`src/rtl/aes_pkg.sv`:
```
// Shared definitions for the AES-128 round sequencer: round count, index width,
// FSM encoding and the delay-line entry format.
package aes_pkg;

  localparam int AES_NR = 10;
  localparam int IDX_W  = 4;

  localparam logic [2:0] ST_IDLE    = 3'd0;
  localparam logic [2:0] ST_KS_RST  = 3'd1;
  localparam logic [2:0] ST_KS_WAIT = 3'd2;
  localparam logic [2:0] ST_ISSUE   = 3'd3;
  localparam logic [2:0] ST_DRAIN   = 3'd4;
  localparam logic [2:0] ST_DONE    = 3'd5;

  typedef struct packed {
    logic             valid;
    logic [IDX_W-1:0] idx;
  } rnd_ent_t;

  function automatic logic is_busy_state(input logic [2:0] s);
    return (s == ST_KS_RST) || (s == ST_KS_WAIT) || (s == ST_ISSUE) || (s == ST_DRAIN);
  endfunction

endpackage

```
`src/rtl/aes_round_ctrl_if.sv`:
```
// Command, key-schedule and round-datapath signals of the AES round sequencer.
interface aes_round_ctrl_if;
  import aes_pkg::*;

  logic             Start;
  logic             Abort;
  logic             Hold;
  logic             Busy;
  logic             Done;
  logic             Err;
  logic             KsRst;
  logic             KsEn;
  logic             KsRy;
  logic [IDX_W-1:0] KsSel;
  logic             RndEn;
  logic [IDX_W-1:0] RndIdx;
  logic             LoadState;
  logic             FinalRnd;

  modport master (
    output Start, Abort, Hold, KsRy,
    input  Busy, Done, Err, KsRst, KsEn, KsSel, RndEn, RndIdx, LoadState, FinalRnd
  );

  modport slave (
    input  Start, Abort, Hold, KsRy,
    output Busy, Done, Err, KsRst, KsEn, KsSel, RndEn, RndIdx, LoadState, FinalRnd
  );

endinterface

```
`src/rtl/aes_ctrl_dly.sv`:
```
// DEPTH-stage shift register carrying {valid, idx}, advanced by a shared enable
// so a stalled datapath freezes every stage together.
module aes_ctrl_dly
  import aes_pkg::*;
#(
  parameter int DEPTH = 1
) (
  input  logic     Clk,
  input  logic     Rst,
  input  logic     clr,
  input  logic     en,
  input  rnd_ent_t din,
  output rnd_ent_t dout
);

  rnd_ent_t stage_reg [DEPTH];

  always_ff @(posedge Clk) begin
    if (Rst || clr) begin
      for (int i = 0; i < DEPTH; i++) stage_reg[i] <= '0;
    end else if (en) begin
      stage_reg[0] <= din;
      for (int i = 1; i < DEPTH; i++) stage_reg[i] <= stage_reg[i-1];
    end
  end

  assign dout = stage_reg[DEPTH-1];

endmodule

```
`src/rtl/aes_round_ctrl.sv`:
```
// AES-128 round sequencer: kicks the key schedule, then issues round-key selects
// and emits round strobes aligned with the key-schedule latency.
module aes_round_ctrl
  import aes_pkg::*;
#(
  parameter int NR         = AES_NR,
  parameter int KS_LAT     = 1,
  parameter int RY_TIMEOUT = 15
) (
  input logic             Clk,
  input logic             Rst,
  aes_round_ctrl_if.slave bus
);

  localparam logic [IDX_W-1:0] NR_IDX   = IDX_W'(NR);
  localparam logic [IDX_W-1:0] TMO_LAST = IDX_W'(RY_TIMEOUT - 1);
  localparam logic [IDX_W-1:0] ONE      = IDX_W'(1);

  logic [2:0]       state_reg, state_next;
  logic [IDX_W-1:0] r_reg, r_next;
  logic [IDX_W-1:0] tmo_reg, tmo_next;
  logic             err_reg, err_next;
  logic             issue, shift_en, abort_act, dly_clr, rnd_ok;
  rnd_ent_t         dly_in, dly_out;

  assign abort_act = bus.Abort && (state_reg != ST_IDLE);

  always_comb begin
    state_next = state_reg;
    r_next     = r_reg;
    tmo_next   = tmo_reg;
    err_next   = err_reg;
    issue      = 1'b0;
    shift_en   = 1'b0;
    case (state_reg)
      ST_IDLE: begin
        if (bus.Start && !bus.Abort) state_next = ST_KS_RST;
      end
      ST_KS_RST: begin
        tmo_next   = '0;
        err_next   = 1'b0;
        r_next     = '0;
        state_next = ST_KS_WAIT;
      end
      ST_KS_WAIT: begin
        // The ready cycle already presents KsSel=0, so round 0 is issued here.
        if (bus.KsRy) begin
          issue      = 1'b1;
          state_next = ST_ISSUE;
        end else if (tmo_reg == TMO_LAST) begin
          err_next   = 1'b1;
          state_next = ST_DONE;
        end else begin
          tmo_next = tmo_reg + ONE;
        end
      end
      ST_ISSUE: begin
        if (!bus.Hold) begin
          issue = 1'b1;
          if (r_reg == NR_IDX) state_next = ST_DRAIN;
        end
      end
      ST_DRAIN: begin
        if (!bus.Hold) begin
          shift_en = 1'b1;
          if (dly_out.valid && (dly_out.idx == NR_IDX)) begin
            r_next     = '0;
            state_next = ST_DONE;
          end
        end
      end
      ST_DONE: begin
        state_next = ST_IDLE;
      end
      default: begin
        state_next = ST_IDLE;
      end
    endcase

    if (issue) begin
      shift_en = 1'b1;
      if (r_reg != NR_IDX) r_next = r_reg + ONE;
    end

    if (abort_act) begin
      state_next = ST_IDLE;
      r_next     = '0;
      tmo_next   = '0;
      err_next   = 1'b0;
    end
  end

  always_ff @(posedge Clk) begin
    if (Rst) begin
      state_reg <= ST_IDLE;
      r_reg     <= '0;
      tmo_reg   <= '0;
      err_reg   <= 1'b0;
    end else begin
      state_reg <= state_next;
      r_reg     <= r_next;
      tmo_reg   <= tmo_next;
      err_reg   <= err_next;
    end
  end

  // Only issued rounds carry an index so the line drains to all-zero.
  assign dly_in  = '{valid: issue, idx: (issue ? r_reg : '0)};
  assign dly_clr = abort_act || (state_reg == ST_KS_RST);

  aes_ctrl_dly #(.DEPTH(KS_LAT)) u_dly (
    .Clk  (Clk),
    .Rst  (Rst),
    .clr  (dly_clr),
    .en   (shift_en),
    .din  (dly_in),
    .dout (dly_out)
  );

  assign rnd_ok = ((state_reg == ST_ISSUE) || (state_reg == ST_DRAIN)) && !bus.Hold && dly_out.valid;

  assign bus.Busy      = is_busy_state(state_reg);
  assign bus.Done      = (state_reg == ST_DONE);
  assign bus.Err       = (state_reg == ST_DONE) && err_reg;
  assign bus.KsRst     = (state_reg == ST_KS_RST);
  assign bus.KsEn      = (state_reg == ST_KS_WAIT);
  assign bus.KsSel     = r_reg;
  assign bus.RndEn     = rnd_ok;
  assign bus.RndIdx    = dly_out.idx;
  assign bus.LoadState = rnd_ok && (dly_out.idx == '0);
  assign bus.FinalRnd  = rnd_ok && (dly_out.idx == NR_IDX);

endmodule

```
`src/flat_wrapper.sv`:
```
// flat-port wrapper written by rule: the top's interface ports become plain ports
module aes_round_ctrl_flat import aes_pkg::*;
#(
  parameter int NR         = AES_NR,
  parameter int KS_LAT     = 1,
  parameter int RY_TIMEOUT = 15
)
  (Clk, Rst, bus_Start, bus_Abort, bus_Hold, bus_KsRy, bus_Busy, bus_Done, bus_Err, bus_KsRst, bus_KsEn, bus_KsSel, bus_RndEn, bus_RndIdx, bus_LoadState, bus_FinalRnd);
  aes_round_ctrl_if bus_i ();
  input logic Clk;
  input logic Rst;
  input wire logic [$bits(bus_i.Start)-1:0] bus_Start;
  input wire logic [$bits(bus_i.Abort)-1:0] bus_Abort;
  input wire logic [$bits(bus_i.Hold)-1:0] bus_Hold;
  input wire logic [$bits(bus_i.KsRy)-1:0] bus_KsRy;
  output wire logic [$bits(bus_i.Busy)-1:0] bus_Busy;
  output wire logic [$bits(bus_i.Done)-1:0] bus_Done;
  output wire logic [$bits(bus_i.Err)-1:0] bus_Err;
  output wire logic [$bits(bus_i.KsRst)-1:0] bus_KsRst;
  output wire logic [$bits(bus_i.KsEn)-1:0] bus_KsEn;
  output wire logic [$bits(bus_i.KsSel)-1:0] bus_KsSel;
  output wire logic [$bits(bus_i.RndEn)-1:0] bus_RndEn;
  output wire logic [$bits(bus_i.RndIdx)-1:0] bus_RndIdx;
  output wire logic [$bits(bus_i.LoadState)-1:0] bus_LoadState;
  output wire logic [$bits(bus_i.FinalRnd)-1:0] bus_FinalRnd;
  assign bus_i.Start = bus_Start;
  assign bus_i.Abort = bus_Abort;
  assign bus_i.Hold = bus_Hold;
  assign bus_i.KsRy = bus_KsRy;
  assign bus_Busy = bus_i.Busy;
  assign bus_Done = bus_i.Done;
  assign bus_Err = bus_i.Err;
  assign bus_KsRst = bus_i.KsRst;
  assign bus_KsEn = bus_i.KsEn;
  assign bus_KsSel = bus_i.KsSel;
  assign bus_RndEn = bus_i.RndEn;
  assign bus_RndIdx = bus_i.RndIdx;
  assign bus_LoadState = bus_i.LoadState;
  assign bus_FinalRnd = bus_i.FinalRnd;
  aes_round_ctrl #(.NR(NR), .KS_LAT(KS_LAT), .RY_TIMEOUT(RY_TIMEOUT)) u_core (.Clk(Clk), .Rst(Rst), .bus(bus_i));
endmodule
```
`config.mk`:
```
export PLATFORM = sky130hd
export DESIGN_NAME = aes_round_ctrl_flat
export DESIGN_NICKNAME = d
export VERILOG_FILES = /design/src/rtl/aes_pkg.sv /design/src/rtl/aes_round_ctrl_if.sv /design/src/rtl/aes_ctrl_dly.sv /design/src/rtl/aes_round_ctrl.sv /design/src/flat_wrapper.sv
export SDC_FILE = /design/constraint.sdc
export NUM_CORES = 1
export LEC_CHECK = 0
export ABC_AREA = 1
export CAP_MARGIN = 15
export CORE_MARGIN = 5
export CORE_UTILIZATION = 30
export DETAILED_ROUTE_END_ITERATION = 16
export SLEW_MARGIN = 10
export SYNTH_ARGS = -nofsm -noshare
export SYNTH_HDL_FRONTEND = slang
export SYNTH_SLANG_ARGS = --single-unit
```
`constraint.sdc`:
```
create_clock -name Clk -period 2.4 [get_ports Clk]
set_clock_uncertainty 0.2 [all_clocks]
set_input_delay 0.36 -clock Clk [delete_from_list [all_inputs] [get_ports Clk]]
set_output_delay 0.36 -clock Clk [all_outputs]
set_load 0.005 [all_outputs]
```
==> results.md <==
- Gpl congestion: around 0.8
- P_leak: around 0.57 nW
- Post-synthesis sequential area ratio: 0.3719
- Clock sinks: 17
- Library cells used by synthesis: 27
- Fin area: 1346 µm²
- Ys async rst share: 0
- CTS hold repair buffers: 0
- Cells traversed along the worst timing path: inv_2 -> buf_4 -> nand3_1 -> nand3_1 -> clkdlybuf4s50_1
- Placeable Area: around 3400 µm²
- Share of cells above drive strength 1: 0.1386
- DR WL/cell: ~10 µm
- Max Cap Viol: 0
- Slew HR: 0.6751
- Total negative slack: 0 ps
- Global-route wire length before repair: 4.071 mm
- IO Pins: 22
- Synth cell count leaders: 23 x nand2_1, 22 x inv_1, 21 x nor2_1
- Finished Layout Cells: ~210
- Worst-path clk slew: ~100 ps
- IO buf count: 21
- P_int: 0.6867 mW
- Critical path arrival: ~1700 ps
- Worst-path fanout max: 7
- Comb pwr share: 0.504
- Setup-failing EPs final: 0
- Net Sw Power: around 0.47 mW
- Synthesis-to-finish area growth: 28.25%
- Total CTS buffers: 3
- Final hold violations: 0
- Clock Tree Buf Depth: 2
- Routed wire length: around 2.2 mm
- Syn_area_per_cell: about 7.4 µm²
- Flop pwr share: 0.365
- Pin count of the biggest net entering global routing: 10
- GRT Overall Usage: 0.1005
- Yosys top cell area share: 0.2288
- Min-delay src: u_core.err_reg
- Crit. End Element: output port
- Drt drc: 0
- Cells after Synth: about 140
- Clk_lat worst skew: about 280 ps
- Worst path max stage delay: 510 ps
- Worst Hold Class: flip-flop to flip-flop
- Critical Path Start Type: flip-flop
- Critical path type: flip-flop to output port
- Die Ht: ~69 µm
- Slew of the pin with the lowest slew margin: around 490 ps
- Initial antenna violation count: 0
- First-pass DRT Iterations: 4
- Via density: about 4.6
- Max reg flops: 5
- Yosys top cell by area: dfxtp_1
- Starting Density: 0.3121
- Synth Warn #: 0
- CTS tree: yes
- R2R Setup Slk: roughly 570 ps
- Fin nets: around 180
- RSZ-0062 raised after global routing: no
- Via count: ~1,000
- Grt ovf: 0
- Synth Flop Type: dfxtp_1
- Fill cells: approximately 380
- Vias in the first global route: approximately 900
- Post-DP HPWL: approximately 1.8 mm
- Row count: 21
- Sw frac: 0.4083
- Maximum vdd ir drop: approximately 0.00028 V
- Reg2reg path depth: 6
- Die ar.: about 4800 µm²
- Yosys reg bits: 17
- Placed instance area: roughly 1300 µm²
- Slowest CP cell: clkdlybuf4s50_1
- Required @ worst endpoint: ~1800 ps
- Reg2Reg Capture Point: u_core.u_dly.stage_reg[0][2]
- Worst r2r src: u_core.state_reg[2]
- F_max: 0.4370 GHz
- Syn_nets: ~150
- Period utilization: 0.9534
- Max Slew Vio Count: 0
- Top-count cell post-synth: nand2_1
- Status: complete, no violations
- Hold Path Sink: u_core.err_reg
- Antenna diodes: 0
- Routed Antenna Nets: 0
- H-Tree Depth: 1
- Synth Cell Area: roughly 1000 µm²
- Initial DRC Count: 23
- Number of enable flip-flop cells after synthesis: 5
- Final Critical Period: 2288 ps
- Synth area leaders: dfxtp_1 23%, edfxtp_1 14%, nand2_1 8.2%
- Pwr dens: ~860 nW/µm²
- Die X: 69.16 µm
- Hold-critical path depth: 2
- CTS root buf: clkbuf_4
- Clock Power Share: 0.131
- Cell mode on critical path: nand3_1
- Placed instance count: slightly above 200
[worst max-delay path by stage]
stage	from	to	slack (ps)	cells after the start
floorplan	u_core.state_reg[0]	u_core.u_dly.stage_reg[0][0]	780	5
CTS	bus_Hold	bus_FinalRnd	90	5
global placement	bus_Hold	bus_FinalRnd	170	5
finish	u_core.state_reg[2]	bus_Busy	110	5
detailed placement	bus_Hold	bus_LoadState	100	4
global route	u_core.state_reg[2]	bus_Busy	20	5
[critical path, delay by kind of cell, from the launching register on]
kind / cells / cell delay, ps
DFF: 1 / 350
buffers and inverters: 3 / 680
and+or+nand+nor: 2 / 410
[cells by family (layout without fill, tap and decap cells)]
logic type,after synthesis,after routing,synth area share
AND/OR/NAND/NOR,73,73,0.3457
adder cells (fa/ha/maj),4,4,0.04768
AO/OA/AOI/OAI,16,16,0.09178
XOR/XNOR,3,3,0.02503
buffers and inverters,29,53,0.1180
flip-flops,17,17,0.3719
[placed cells by master, fill, tap and decap left out, drive strengths merged]
cell type,synthesis,layout
nand3,16,16
nand4,1,1
nor3,2,2
a31oi,1,1
ha,4,4
dfxtp,12,12
edfxtp,5,5
xor2,3,3
o22ai,1,1
and3,1,1
nor2,22,22
nand3b,1,1
o21ai,1,1
nor4,1,1
nand2,28,28
a21oi,12,12
inv,25,25
buf,4,3
dlygate4sd2,0,1
clkbuf,0,4
clkdlybuf4s50,0,20
o211ai,1,1
or2,1,1
[power groups by stage]
stage	logic, mW	clock network, mW	registers, mW
finish	0.585	0.152	0.423
CTS	0.590	0.160	0.424
global placement	0.546	0	0.426
global route	0.654	0.179	0.439
floorplan	0.374	0	0.419
detailed placement	0.546	0	0.429
[stage by stage]
| step | setup slack (ps) | total power, mW | utilization | hold WS (ps) |
|---|---|---|---|---|
| finish | 111.9 | 1.160 | 0.4003 | 300.2 |
| global route | 15.50 | 1.272 | 0.4003 | 326.0 |
| CTS | 93.27 | 1.174 | 0.3996 | 303.7 |
| detailed placement | 101.0 | 0.9750 | 0.3828 | 288.4 |
| global placement | 173.8 | 0.9719 | 0.3828 | 281.4 |
| floorplan | 775.1 | 0.7928 | - | 255.2 |
[layer usage]
| metal | vias to the layer above | part of all wire | GRT usage |
|---|---|---|---|
| li1 | 503 | - | - |
| met1 | 442 | 0.46 | 0.1364 |
| met2 | 30 | 0.46 | 0.1568 |
| met3 | 2 | 0.064 | 0.02326 |
| met4 | 0 | 0.0077 | 0.03254 |
| met5 | - | 0 | 0 |
[cell type report]
type,count,area [µm²],share of cell area
Multi-Input combinational cell,96,540.5,0.4015
Sequential cell,17,396.6,0.2946
Timing Repair Buffer,24,231.5,0.1719
Inverter,25,93.84,0.06970
Tap cell,46,57.56,0.04275
Clock buffer,4,26.28,0.01952
[timing repair]
item,4_1_cts,5_1_grt
resized for setup,6,1
pin swaps,2,1
buffers inserted,3,0
endpoints found under the setup margin,1,2
(Power assumes the default switching activity.)
